--- src/rtl/rom_fetch_bridge.sv ---
// rtl/rom_fetch_bridge.sv - byte fetch bridge to a word-wide SRAM with a one-word line buffer and loader write port
module rom_fetch_bridge #(
    parameter int ADDR_W     = 11,
    parameter int WORD_BYTES = 4,
    parameter int RD_LAT     = 1,
    parameter int CNT_W      = 16,
    localparam int LB        = $clog2(WORD_BYTES),
    localparam int WA_W      = ADDR_W - LB,
    localparam int DW        = 8 * WORD_BYTES
) (
    input  logic              wb_clk_i,
    input  logic              wb_rst_i,
    input  logic              cpu_req,
    input  logic [ADDR_W-1:0] cpu_addr,
    output logic              cpu_ack,
    output logic [7:0]        cpu_data,
    input  logic              ld_valid,
    input  logic [WA_W-1:0]   ld_addr,
    input  logic [DW-1:0]     ld_data,
    input  logic [WORD_BYTES-1:0] ld_wmask,
    output logic              ld_ready,
    input  logic              flush,
    output logic              sram_csb,
    output logic              sram_web,
    output logic [WA_W-1:0]   sram_addr,
    output logic [WORD_BYTES-1:0] sram_wmask,
    output logic [DW-1:0]     sram_din,
    input  logic [DW-1:0]     sram_dout,
    output logic [CNT_W-1:0]  miss_cnt
);
    localparam int WC_W = (RD_LAT > 1) ? $clog2(RD_LAT) : 1;

    typedef enum logic [2:0] {S_IDLE, S_WRITE, S_READ, S_WAIT, S_RESP} state_e;

    state_e                  state_q, state_d;
    logic                    line_valid_q, line_valid_d;
    logic [WA_W-1:0]         line_tag_q, line_tag_d;
    logic [DW-1:0]           line_data_q, line_data_d;
    logic                    cpu_ack_q, cpu_ack_d;
    logic [7:0]              cpu_data_q, cpu_data_d;
    logic                    sram_csb_q, sram_csb_d;
    logic                    sram_web_q, sram_web_d;
    logic [WA_W-1:0]         sram_addr_q, sram_addr_d;
    logic [WORD_BYTES-1:0]   sram_wmask_q, sram_wmask_d;
    logic [DW-1:0]           sram_din_q, sram_din_d;
    logic [CNT_W-1:0]        miss_cnt_q, miss_cnt_d;
    logic [WC_W-1:0]         wait_cnt_q, wait_cnt_d;
    logic [LB-1:0]           lane_q, lane_d;
    logic                    hit;

    assign hit = line_valid_q && (line_tag_q == cpu_addr[ADDR_W-1:LB]);

    always_ff @(posedge wb_clk_i or posedge wb_rst_i) begin
        if (wb_rst_i) begin
            state_q      <= S_IDLE;
            line_valid_q <= 1'b0;
            line_tag_q   <= '0;
            line_data_q  <= '0;
            cpu_ack_q    <= 1'b0;
            cpu_data_q   <= '0;
            sram_csb_q   <= 1'b1;
            sram_web_q   <= 1'b1;
            sram_addr_q  <= '0;
            sram_wmask_q <= '0;
            sram_din_q   <= '0;
            miss_cnt_q   <= '0;
            wait_cnt_q   <= '0;
            lane_q       <= '0;
        end else begin
            state_q      <= state_d;
            line_valid_q <= line_valid_d;
            line_tag_q   <= line_tag_d;
            line_data_q  <= line_data_d;
            cpu_ack_q    <= cpu_ack_d;
            cpu_data_q   <= cpu_data_d;
            sram_csb_q   <= sram_csb_d;
            sram_web_q   <= sram_web_d;
            sram_addr_q  <= sram_addr_d;
            sram_wmask_q <= sram_wmask_d;
            sram_din_q   <= sram_din_d;
            miss_cnt_q   <= miss_cnt_d;
            wait_cnt_q   <= wait_cnt_d;
            lane_q       <= lane_d;
        end
    end

    always_comb begin
        state_d      = state_q;
        line_valid_d = line_valid_q;
        line_tag_d   = line_tag_q;
        line_data_d  = line_data_q;
        cpu_ack_d    = 1'b0;
        cpu_data_d   = cpu_data_q;
        sram_csb_d   = 1'b1;
        sram_web_d   = 1'b1;
        sram_addr_d  = sram_addr_q;
        sram_wmask_d = sram_wmask_q;
        sram_din_d   = sram_din_q;
        miss_cnt_d   = miss_cnt_q;
        wait_cnt_d   = wait_cnt_q;
        lane_d       = lane_q;
        case (state_q)
            S_IDLE: begin
                if (ld_valid) begin
                    state_d      = S_WRITE;
                    sram_csb_d   = 1'b0;
                    sram_web_d   = 1'b0;
                    sram_addr_d  = ld_addr;
                    sram_din_d   = ld_data;
                    sram_wmask_d = ld_wmask;
                end else if (cpu_req && hit) begin
                    state_d    = S_RESP;
                    cpu_ack_d  = 1'b1;
                    cpu_data_d = line_data_q[{cpu_addr[LB-1:0], 3'b000} +: 8];
                end else if (cpu_req) begin
                    state_d     = S_READ;
                    sram_csb_d  = 1'b0;
                    sram_addr_d = cpu_addr[ADDR_W-1:LB];
                    lane_d      = cpu_addr[LB-1:0];
                    if (miss_cnt_q != {CNT_W{1'b1}}) begin
                        miss_cnt_d = miss_cnt_q + 1'b1;
                    end
                end
            end
            S_WRITE: begin
                // No merge into the line buffer: a write to the buffered word just drops it.
                if (sram_addr_q == line_tag_q) begin
                    line_valid_d = 1'b0;
                end
                state_d = S_IDLE;
            end
            S_READ: begin
                wait_cnt_d = WC_W'(RD_LAT - 1);
                state_d    = S_WAIT;
            end
            S_WAIT: begin
                if (wait_cnt_q == '0) begin
                    line_data_d  = sram_dout;
                    line_tag_d   = sram_addr_q;
                    line_valid_d = 1'b1;
                    cpu_data_d   = sram_dout[{lane_q, 3'b000} +: 8];
                    cpu_ack_d    = 1'b1;
                    state_d      = S_RESP;
                end else begin
                    wait_cnt_d = wait_cnt_q - 1'b1;
                end
            end
            S_RESP: begin
                state_d = S_IDLE;
            end
            default: begin
                state_d = S_IDLE;
            end
        endcase
        // Flush wins over a same-cycle capture; the response itself is still delivered.
        if (flush) begin
            line_valid_d = 1'b0;
        end
    end

    assign ld_ready   = (state_q == S_IDLE) && !wb_rst_i;
    assign cpu_ack    = cpu_ack_q;
    assign cpu_data   = cpu_data_q;
    assign sram_csb   = sram_csb_q;
    assign sram_web   = sram_web_q;
    assign sram_addr  = sram_addr_q;
    assign sram_wmask = sram_wmask_q;
    assign sram_din   = sram_din_q;
    assign miss_cnt   = miss_cnt_q;

endmodule

--- config.mk ---
export PLATFORM = sky130hd
export DESIGN_NAME = rom_fetch_bridge
export DESIGN_NICKNAME = d
export VERILOG_FILES = /design/src/rtl/rom_fetch_bridge.sv
export SDC_FILE = /design/constraint.sdc
export NUM_CORES = 1
export LEC_CHECK = 0
export CAP_MARGIN = 20
export CORE_ASPECT_RATIO = 0.75
export CORE_MARGIN = 2
export CORE_UTILIZATION = 51
export CTS_CLUSTER_DIAMETER = 150
export DETAILED_ROUTE_END_ITERATION = 10
export HOLD_SLACK_MARGIN = 0.02
export PLACE_DENSITY = 0.88
export SLEW_MARGIN = 20
export SYNTH_ARGS = -nofsm -noshare
export SYNTH_HDL_FRONTEND = slang
export SYNTH_SLANG_ARGS = --single-unit
--- constraint.sdc ---
create_clock -name wb_clk_i -period 7.9 [get_ports wb_clk_i]
set_input_delay 0.79 -clock wb_clk_i [delete_from_list [all_inputs] [get_ports wb_clk_i]]
set_output_delay 0.79 -clock wb_clk_i [all_outputs]
set_load 0.02 [all_outputs]
==> metrics, run 1 <==
outcome=finished clean; fillcell total=637; slew margin rel.=33.9%; maxcap violations=0; Critical R2R Launch=line_tag_q[3]; Yosys reg bits=119; layout cells sized above 1=24.4%; post-CTS setup buffers=0; Synth area leader=dfrtp_1; syn_nets=485; vias in the first global route=4199; clk slew on worst S/H paths=60 ps; RePlAce Congestion=0.874; initial antenna violation count=0; final slew viol count=0; startpoint types=primary input; Layout area overhead=43.7%; Root Driver=clkbuf_16; CP max FO=2; Max Clock Freq=approximately 0.32 GHz; library cells used by synthesis=43; Req. time, crit path=7110 ps; CP arrival=2370 ps; Hold Startpoint=miss_cnt[15]; first-pass GRT wire length=21.2 mm; Post-Synthesis Cells=391; Final Hold Fails=0; wire length per cell=18.9 µm; setup violators final=0; vias=3985; Final #Nets=650; Syn. warnings=0; Lkg Pwr=roughly 3.1 nW; Cell Area, Synth=0.00540 mm²; CTS max path bufs=2; Worst IR Drop VDD=0.282 mV; placed cell areas=0.00715 mm²; DRC=0; DRT antenna net count=0; post-DP HPWL=9.53 mm; pin count of the biggest net entering global routing=66; Tcrit/Tclk final=40.0%; H-tree levels=4; post-CTS sizing=0; Reg2Reg Setup Slack=5580 ps; vias per inst=5.65; cell area after layout=0.00776 mm²; hold worst-path end=miss_cnt[15]; CTS sink cnt=119; I/O Pins=166; hold depth=1; RSZ-0062 raised after global routing=false; Worst setup EP type=output port; core area=~0.01 mm²; Seq/Total Area, Yosys=between 50% and 60%; crit path kind=in2out; # port buffers=~170; leading post-synthesis cells by cell area=dfrtp_1 54%, mux2_2 16%, mux4_2 6.7%; area occupied by multi-input gates=around 0.0023 mm²; Die Wd=123 µm; # diodes=0; R2R cell count=5; Reg2Reg Capture Point=miss_cnt[1]; Layout Skew=7.19 ps; cts bufs inserted=17; Storage cell area=0.00298 mm²; row cnt=32; DRT Pass-1 Iters=5; Detailed Route WL=13.3 mm; die height=93.1 µm; total track usage=24.8%; Clk Latency, worst-skew pair=just over 400 ps; Worst Tran Pin Value=roughly 990 ps; Starting Density=52.5%; Pwr per Cell Area=between 400 and 500 mW/mm²; GRT Residual Overflow=0; Hold Buf Count CTS=0; worst hold path class=reg2reg; top cell type's share of synthesized area=54.2%; CTS tree=done; setup TNS=0 ps; Iter 0 DRT Violations=between 300 and 400; min cycle time layout=3160 ps; Die Area=~0.011 mm²; Synth Area per Inst=13.8 µm²
final cells by class:
class,instances,share of cell area [%]
inverters,3,0.177
clock buffers,20,6.01
repair buffers,167,21.5
flip-flops and latches,119,38.4
well taps,136,2.19
multi-input cells,248,29.8
clock inverters,12,1.93
sequential cells by signal, summed over array words and instances, names as in the netlist, 3 cells and up:
signal	flops
line_data_q	32
sram_din	32
miss_cnt	16
line_tag_q	9
sram_addr	9
cpu_data	8
sram_wmask	4
state_q	3
how the worst max path moves through the flow:
stage,startpoint,to,slack (ps),cells past startpoint
4_1_cts,wb_rst_i,ld_ready,4760,3
3_5_place_dp,cpu_addr[8],miss_cnt[1],4720,6
2_1_floorplan,wb_rst_i,cpu_ack,3960,1
3_3_place_gp,wb_rst_i,ld_ready,4780,3
6_report,wb_rst_i,ld_ready,4740,3
5_1_grt,wb_rst_i,ld_ready,4640,3
power by group:
group | leakage, nW | switching [mW] | total (mW) | internal (mW)
combinational | 1.40 | 0.549 | 1.26 | 0.711
sequential | 1.41 | 0.225 | 1.12 | 0.893
clock | 0.298 | 0.270 | 0.789 | 0.519
synthesized netlist by cell type (all sizes together):
| master | instances |
|---|---|
| dfrtp | 117 |
| mux2 | 80 |
| xnor2 | 30 |
| a21oi | 17 |
| mux4 | 16 |
| clkbuf | 15 |
| nand4 | 15 |
| nor2 | 14 |
| o22ai | 14 |
| nand2 | 10 |
| mux2i | 8 |
| buf | 6 |
| and3 | 5 |
| and4 | 3 |
| nand3 | 3 |
| nand3b | 3 |
| nor3 | 3 |
| nor4 | 3 |
| o21ai | 3 |
| xor2 | 3 |
| a2bb2oi | 2 |
| and2 | 2 |
| dfstp | 2 |
| inv | 2 |
| nor4b | 2 |
| o21a | 2 |
| o22a | 2 |
| a211o | 1 |
| clkinv | 1 |
| ha | 1 |
| nor2b | 1 |
| nor3b | 1 |
| o31ai | 1 |
| o41ai | 1 |
| or3 | 1 |
| or4 | 1 |
metal layers:
layer  routed length, µm  track usage, %  up-vias
met2                6460            39.6      197
met3                1480            11.3       24
met5                   0               0        -
li1                    -               -     1779
met1                5170            30.1     1985
met4                 226            7.38        0
through the flow:
stage | setup slack [ps] | util, % | total power, mW | hold WS, ps | std cells
6_report | 4740 | 75.4 | 3.17 | 489 | 705
5_1_grt | 4640 | 75.4 | 3.34 | 520 | 705
4_1_cts | 4760 | 75.4 | 3.19 | 495 | 705
3_5_place_dp | 4720 | 69.5 | 2.39 | 489 | 673
3_3_place_gp | 4780 | 69.5 | 2.33 | 476 | 673
2_1_floorplan | 3960 | - | 1.86 | 474 | 391
placed cells by master, fill, tap and decap left out, types with 3 or more instances in the layout:
| cell type | Yosys | final |
|---|---|---|
| o21ai_0 | 3 | 3 |
| and3_1 | 5 | 5 |
| mux4_2 | 16 | 16 |
| xnor2_1 | 30 | 30 |
| nand3b_1 | 3 | 3 |
| mux2_2 | 78 | 78 |
| a21oi_1 | 17 | 17 |
| nor2_1 | 14 | 14 |
| and4_1 | 3 | 3 |
| mux2i_1 | 8 | 8 |
| nand3_1 | 3 | 3 |
| clkbuf_16 | 0 | 17 |
| o22ai_1 | 14 | 14 |
| clkdlybuf4s50_1 | 0 | 165 |
| clkinv_2 | 0 | 4 |
| xor2_1 | 3 | 3 |
| nand2_1 | 10 | 9 |
| bufinv_16 | 0 | 3 |
| clkbuf_8 | 0 | 3 |
| nand4_1 | 14 | 14 |
| dfrtp_1 | 117 | 117 |
| clkinvlp_4 | 0 | 3 |
worst max-delay path, cell delays in order:
cell	delay, ps
clkdlybuf4s50_1	500
nor4_1	380
clkdlybuf4s50_1	690
cell families (layout without fill, tap and decap cells):
kind of cell             after synthesis  after routing  synth area share, %
flip-flops                           119            119                 55.2
AO/OA/AOI/OAI                         43             43                 4.86
AND/OR/NAND/NOR                       67             67                 7.41
buffers and inverters                 24            202                 1.99
multiplexers                         104            104                 25.0
XOR/XNOR                              33             33                 5.35
adder cells (fa/ha/maj)                1              1                0.232
No activity file was read; power rests on OpenSTA's default activity.
==> run 2, diff against run 1 <==
--- a/config.mk
+++ b/config.mk
@@ -8,11 +8,11 @@
 export CAP_MARGIN = 20
 export CORE_ASPECT_RATIO = 0.75
 export CORE_MARGIN = 2
-export CORE_UTILIZATION = 51
+export CORE_UTILIZATION = 42
 export CTS_CLUSTER_DIAMETER = 150
 export DETAILED_ROUTE_END_ITERATION = 10
 export HOLD_SLACK_MARGIN = 0.02
-export PLACE_DENSITY = 0.88
+export PLACE_DENSITY = 0.78
 export SLEW_MARGIN = 20
 export SYNTH_ARGS = -nofsm -noshare
 export SYNTH_HDL_FRONTEND = slang
==> constraint.sdc (replaced) <==
create_clock -name wb_clk_i -period 2.85 [get_ports wb_clk_i]
set_input_delay 0.285 -clock wb_clk_i [delete_from_list [all_inputs] [get_ports wb_clk_i]]
set_output_delay 0.285 -clock wb_clk_i [all_outputs]
set_load 0.02 [all_outputs]
==> run 2 against run 1 <==
Net effect: first-iteration DRC count is 52% lower; global-route usage is 4.1 points lower; sequential power grew to 2.8 times the previous value; register-to-register slack worse by 5100 ps; count of clock-buffer cells in the layout is 1 lower; worst setup slack worse by 4200 ps; hold slack worse by 120 ps; cell count is 5.0% higher; cell area is 0.92% higher; sequential share of layout area is 0.35 points lower; via count is 1.5% lower; combinational power grew to 2.8 times the previous value; largest power group unchanged.
==> metrics, run 2 (synthesized netlist as in run 1, its figures left out) <==
maxcap violations=0 (unchanged); commonest non-fill, non-tap cell in the layout=clkdlybuf4s50_1; slew margin rel.=53.2% (+19 points); cell count after placement=708 (+5.2%); Final Power=8.75 mW (+180%); Sw Pwr=2.94 mW (+180%); # port buffers=165 (unchanged); Storage cell area=0.00298 mm² (unchanged); Starting Density=43.4% (-9.1 points); Max Clock Freq=approximately 0.42 GHz; outcome=finished clean; most frequent cells in the layout=165 x clkdlybuf4s50_1, 117 x dfrtp_1, 78 x mux2_2; RSZ-0062 raised after global routing=false; Post-Layout Cell Count=740 (+5.0%); Reg power frac=35.4% (about the same); cts bufs inserted=17 (unchanged); worst hold path class=in2async; CP max FO=15 (+13); CTS max path bufs=2 (unchanged); Comb pwr share=40.2% (+0.4 points); Detailed Route WL=13.7 mm (+2.3%); Lkg Pwr=3.12 nW (+0.15%); fillcell total=945 (+48%); Worst setup EP type=flip-flop; row cnt=35 (+9.4%); first-pass GRT wire length=21.8 mm (+2.7%); Layout area overhead=45.1%; Hold Buf Count CTS=0 (unchanged); Worst Tran Pin Value=700 ps (-289 ps); min cycle time layout=2360 ps; crit path kind=reg2reg; Crit path largest cell delay=820 ps (+130 ps); area occupied by multi-input gates=0.00232 mm² (unchanged); setup TNS=0 ps (unchanged); wire length per cell=18.4 µm (-2.5%); Final #Nets=655 (+0.77%); CP max-delay cell=or4_1; post-DP HPWL=9.58 mm (+0.49%); initial antenna violation count=0 (unchanged); post-CTS sizing=0 (unchanged); pre-CTS setup slack=193 ps (-4530 ps); CP Cell Sequence=xnor2_1 > nand4_2 > or4_1 > nand3_1 > mux2_2; core area=0.0124 mm² (+21%); CTS sink cnt=119 (unchanged); vias in the first global route=4142 (-1.4%); RePlAce Congestion=0.819 (-6.2%); Util after Layout=63.0% (-12 points); GRT Residual Overflow=0 (unchanged); total track usage=20.7% (-4.1 points); clock share of power=24.4% (-0.5 points); Layout Skew=7.28 ps (+0.0885 ps); Reg2Reg Setup Slack=490 ps (-5090 ps); post-CTS setup buffers=0 (unchanged); final worst setup slack=491 ps (-4250 ps); Clk Latency, worst-skew pair=410 ps (about the same); setup violators final=0 (unchanged); pin count of the biggest net entering global routing=67 (+1.5%); CP arrival=2650 ps (+280 ps); I/O Pins=166 (unchanged); Final Hold Fails=0 (unchanged); startpoint types=flip-flop; CTS tree=done; H-tree levels=4 (unchanged); switching part of the total power=33.7% (+0.66 points); Req. time, crit path=3140 ps (-3970 ps); Worst IR Drop VDD=0.775 mV (+180%); Iter 0 DRT Violations=192 (-52%); Tcrit/Tclk final=roughly 83%; Die Wd=135 µm (+9.9%); DRT Pass-1 Iters=4 (-1); Root Driver=clkbuf_16; final slew viol count=0 (unchanged); DRT antenna net count=0 (unchanged); P_int=5.80 mW (+170%); die height=102 µm (+9.8%); Pwr per Cell Area=1120 mW/mm² (+170%); DRC=0 (unchanged); vias=3925 (-1.5%); Die Area=0.0138 mm² (+21%); layout cells sized above 1=25.1% (+0.66 points); clk slew on worst S/H paths=60 ps (about the same); # diodes=0 (unchanged); vias per inst=5.30 (-6.2%)
run 2: metal layers:
layer / routed length (µm) / track usage (%) / up-vias
met5: 0 / 0 / -
met4: 78 / 4.81 / 0
met3: 1300 / 9.03 / 11
met2: 6440 / 33.5 / 184
met1: 5840 / 26.0 / 1945
li1: - / - / 1785
run 2: worst max-delay path: cells and delay by family (launching register included):
family	cells	cell delay (ps)
AND/OR/NAND/NOR	3	1260
flip-flops	1	410
multiplexers	1	350
XOR/XNOR	1	210
run 2: final cells by class:
type                       count  area share, %
timing repair buffer         172           21.9
inverter                       3          0.192
clock buffer                  19           5.78
tap                          166           2.65
clock inverter                13           1.87
sequential                   119           38.0
multi-input combinational    248           29.6
run 2: worst paths after layout:
check	from	to	depth (start not counted)
worst max-delay path	line_tag_q[3]	miss_cnt[1]	5
worst min-delay path	wb_rst_i	miss_cnt[6]	2
worst max register to register	line_tag_q[3]	miss_cnt[1]	5
worst min register to register	line_data_q[24]	line_data_q[24]	1
max in group asynchronous	wb_rst_i	line_data_q[11]	3
min in group wb_clk_i	flush	line_valid_q	2
run 2: metrics by stage:
step,hold WS [ps],cell area (µm²)
after floorplan,348,5410
after global placement,479,7240
after detailed placement,490,7240
after CTS,363,7840
after global routing,397,7840
final,373,7840
run 2: power by group through the flow:
| stage | logic (mW) | clock network [mW] | registers, mW |
|---|---|---|---|
| finish | 3.52 | 2.14 | 3.10 |
| global placement | 3.45 | 0 | 3.06 |
| CTS | 3.55 | 2.18 | 3.11 |
| global route | 3.78 | 2.27 | 3.20 |
| detailed placement | 3.53 | 0 | 3.11 |
| floorplan | 1.71 | 0 | 3.44 |
==> run 3, diff against run 2 <==
--- a/config.mk
+++ b/config.mk
@@ -8,11 +8,11 @@
 export CAP_MARGIN = 20
 export CORE_ASPECT_RATIO = 0.75
 export CORE_MARGIN = 2
-export CORE_UTILIZATION = 42
+export CORE_UTILIZATION = 47
 export CTS_CLUSTER_DIAMETER = 150
 export DETAILED_ROUTE_END_ITERATION = 10
 export HOLD_SLACK_MARGIN = 0.02
-export PLACE_DENSITY = 0.78
+export PLACE_DENSITY = 0.82
 export SLEW_MARGIN = 20
 export SYNTH_ARGS = -nofsm -noshare
 export SYNTH_HDL_FRONTEND = slang
==> constraint.sdc (replaced) <==
create_clock -name wb_clk_i -period 2.4 [get_ports wb_clk_i]
set_input_delay 0.24 -clock wb_clk_i [delete_from_list [all_inputs] [get_ports wb_clk_i]]
set_output_delay 0.24 -clock wb_clk_i [all_outputs]
set_load 0.02 [all_outputs]
==> run 3 against run 2 <==
Net effect: sequential power rose by 18%; critical path type unchanged; die area shrank 10%; largest power group unchanged; core utilization grew 7.8 points; total power is 18% higher; non-clock buffer count increased by 6; register-to-register slack got worse by 240 ps.
==> metrics, run 3 (synthesized netlist as in run 1, its figures left out) <==
DRT antenna net count=0 (unchanged); Pwr per Cell Area=1320 mW/mm² (+18%); GR peak layer=met2; Reg2Reg Setup Slack=250 ps (-240 ps); Max Clock Freq=0.466 GHz (+10%); Starting Density=48.8% (+5.4 points); CP max FO=11 (-4); Layout area overhead=45.0% (about the same); core area=0.0111 mm² (-11%); Crit path largest cell delay=640 ps (-180 ps); placed cell areas=0.00726 mm² (+0.35%); Tcrit/Tclk final=89.4% (+6.6 points); Setup crit end=miss_cnt[10]; CP arrival=2400 ps (-250 ps); # diodes=0 (unchanged); wire length per cell=18.8 µm (+1.8%); Layout Skew=8.01 ps (+0.723 ps); worst hold path class=in2async; Util after Layout=70.8% (+7.8 points); area occupied by multi-input gates=0.00232 mm² (+0.22%); fillcell total=759 (-20%); commonest non-fill, non-tap cell in the layout=clkdlybuf4s50_1; CP max-delay cell=or4_1; Post-Layout Cell Count=720 (-2.7%); crit path kind=reg2reg; Worst IR Drop VDD=0.756 mV (-2.5%); row cnt=33 (-5.7%); Storage cell area=0.00298 mm² (unchanged); Die Wd=128 µm (-5.3%); Reg2Reg Capture Point=miss_cnt[10]; cell area after layout=0.00783 mm² (about the same); Die Area=0.0124 mm² (-10%); Iter 0 DRT Violations=172 (-10%); met3 Use GR=8.74% (-0.29 points); maxcap violations=0 (unchanged); DRC=0 (unchanged); Worst path depth=6 (+1); total track usage=22.6% (+1.9 points); CTS tree=done; crit-path leading delay family=simple AND/OR/NAND/NOR gates; outcome=finished clean; die height=96.8 µm (-5.3%); post-DP HPWL=9.52 mm (-0.66%); DRT Pass-1 Iters=5 (+1); post-CTS setup buffers=0 (unchanged); GRT Residual Overflow=0 (unchanged); Worst Setup SP=line_tag_q[3]; Final #Nets=661 (+0.92%); # port buffers=165 (unchanged); Root Driver=clkbuf_16; RSZ-0062 raised after global routing=false; layout cells sized above 1=25.7% (+0.60 points); final slew viol count=0 (unchanged); Worst setup EP type=flip-flop; setup violators final=0 (unchanged); initial antenna violation count=0 (unchanged); Worst Tran Pin Value=655 ps (-44.6 ps); first-pass GRT wire length=21.8 mm (+0.22%); I/O Pins=166 (unchanged); CTS max path bufs=2 (unchanged); Req. time, crit path=2660 ps (-480 ps); pre-CTS setup slack=-320 ps (-513 ps); Critical R2R Launch=line_tag_q[3]; most frequent cells in the layout=165 x clkdlybuf4s50_1, 117 x dfrtp_1, 78 x mux2_2; GR met2 Demand/Resource=37.7% (+4.2 points); CP Cell Sequence=xnor2_1 > nand4_2 > or4_1 > buf_4 > nor4b_1 > xor2_1; vias per inst=5.48 (+3.4%); H-tree levels=4 (unchanged); M1 GR Usage=26.7% (+0.72 points); vias=3947 (+0.56%); pin count of the biggest net entering global routing=72 (+7.5%); RePlAce Congestion=0.837 (+2.1%); Hold Buf Count CTS=0 (unchanged); worst path bufs/invs=1 (+1); R2R cell count=6 (+1); Lkg Pwr=3.14 nW (+0.77%); cell count after placement=688 (-2.8%); startpoint types=flip-flop; min cycle time layout=2150 ps (-214 ps); post-CTS sizing=1 (+1); vias in the first global route=4330 (+4.5%); slew margin rel.=56.1% (+2.9 points); Final Hold Fails=0 (unchanged); CTS sink cnt=119 (unchanged); final worst setup slack=254 ps (-236 ps); Detailed Route WL=13.5 mm (-0.93%); cts bufs inserted=17 (unchanged); clk slew on worst S/H paths=50 ps (about the same); Clk Latency, worst-skew pair=410 ps (about the same)
[run 3: cell types whose count changed in the layout (fill, tap and decap cells not counted), sizes merged]
cell      before  now
clkinvlp       6    5
inv            4    1
buf            7   13
clkinv         4    8
[run 3: tightest hold or removal path: stages]
cell and delay (ps):
clkdlybuf4s50_1 460, clkinvlp_4 120, buf_12 330
[run 3: worst min-delay path by stage]
| stage | to | startpoint | cells after the start |
|---|---|---|---|
| after floorplan | line_valid_q | flush | 1 |
| after global placement | miss_cnt[15] | miss_cnt[15] | 1 |
| after detailed placement | line_data_q[28] | line_data_q[28] | 1 |
| after CTS | miss_cnt[8] | wb_rst_i | 3 |
| after global routing | line_data_q[14] | wb_rst_i | 3 |
| final | line_data_q[14] | wb_rst_i | 3 |
[run 3: layout make-up]
cell class,count,area share (%)
Inverter,3,0.192
Sequential cell,119,38.1
Multi-Input combinational cell,248,29.6
Clock inverter,13,1.69
Clock buffer,19,5.53
Timing Repair Buffer,178,22.7
Tap cell,140,2.24
[run 3: metal layers]
metal / wire, µm / vias to the layer above
met1: 5560 / 1976
met3: 1120 / 16
li1: - / 1804
met2: 6670 / 151
met4: 170 / 0
met5: 0 / -
[run 3: stage by stage]
step / hold WS [ps] / power [mW] / setup TNS (ps)
6_report: 345 / 10.3 / 0
3_5_place_dp: 493 / 7.89 / -1680
5_1_grt: 379 / 10.8 / 0
2_1_floorplan: 303 / 6.12 / 0
3_3_place_gp: 475 / 7.73 / -32.8
4_1_cts: 362 / 10.4 / 0
[run 3: power by group]
group	internal, mW	switching (mW)
clock network	1.52	0.918
registers	2.94	0.716
logic	2.39	1.84
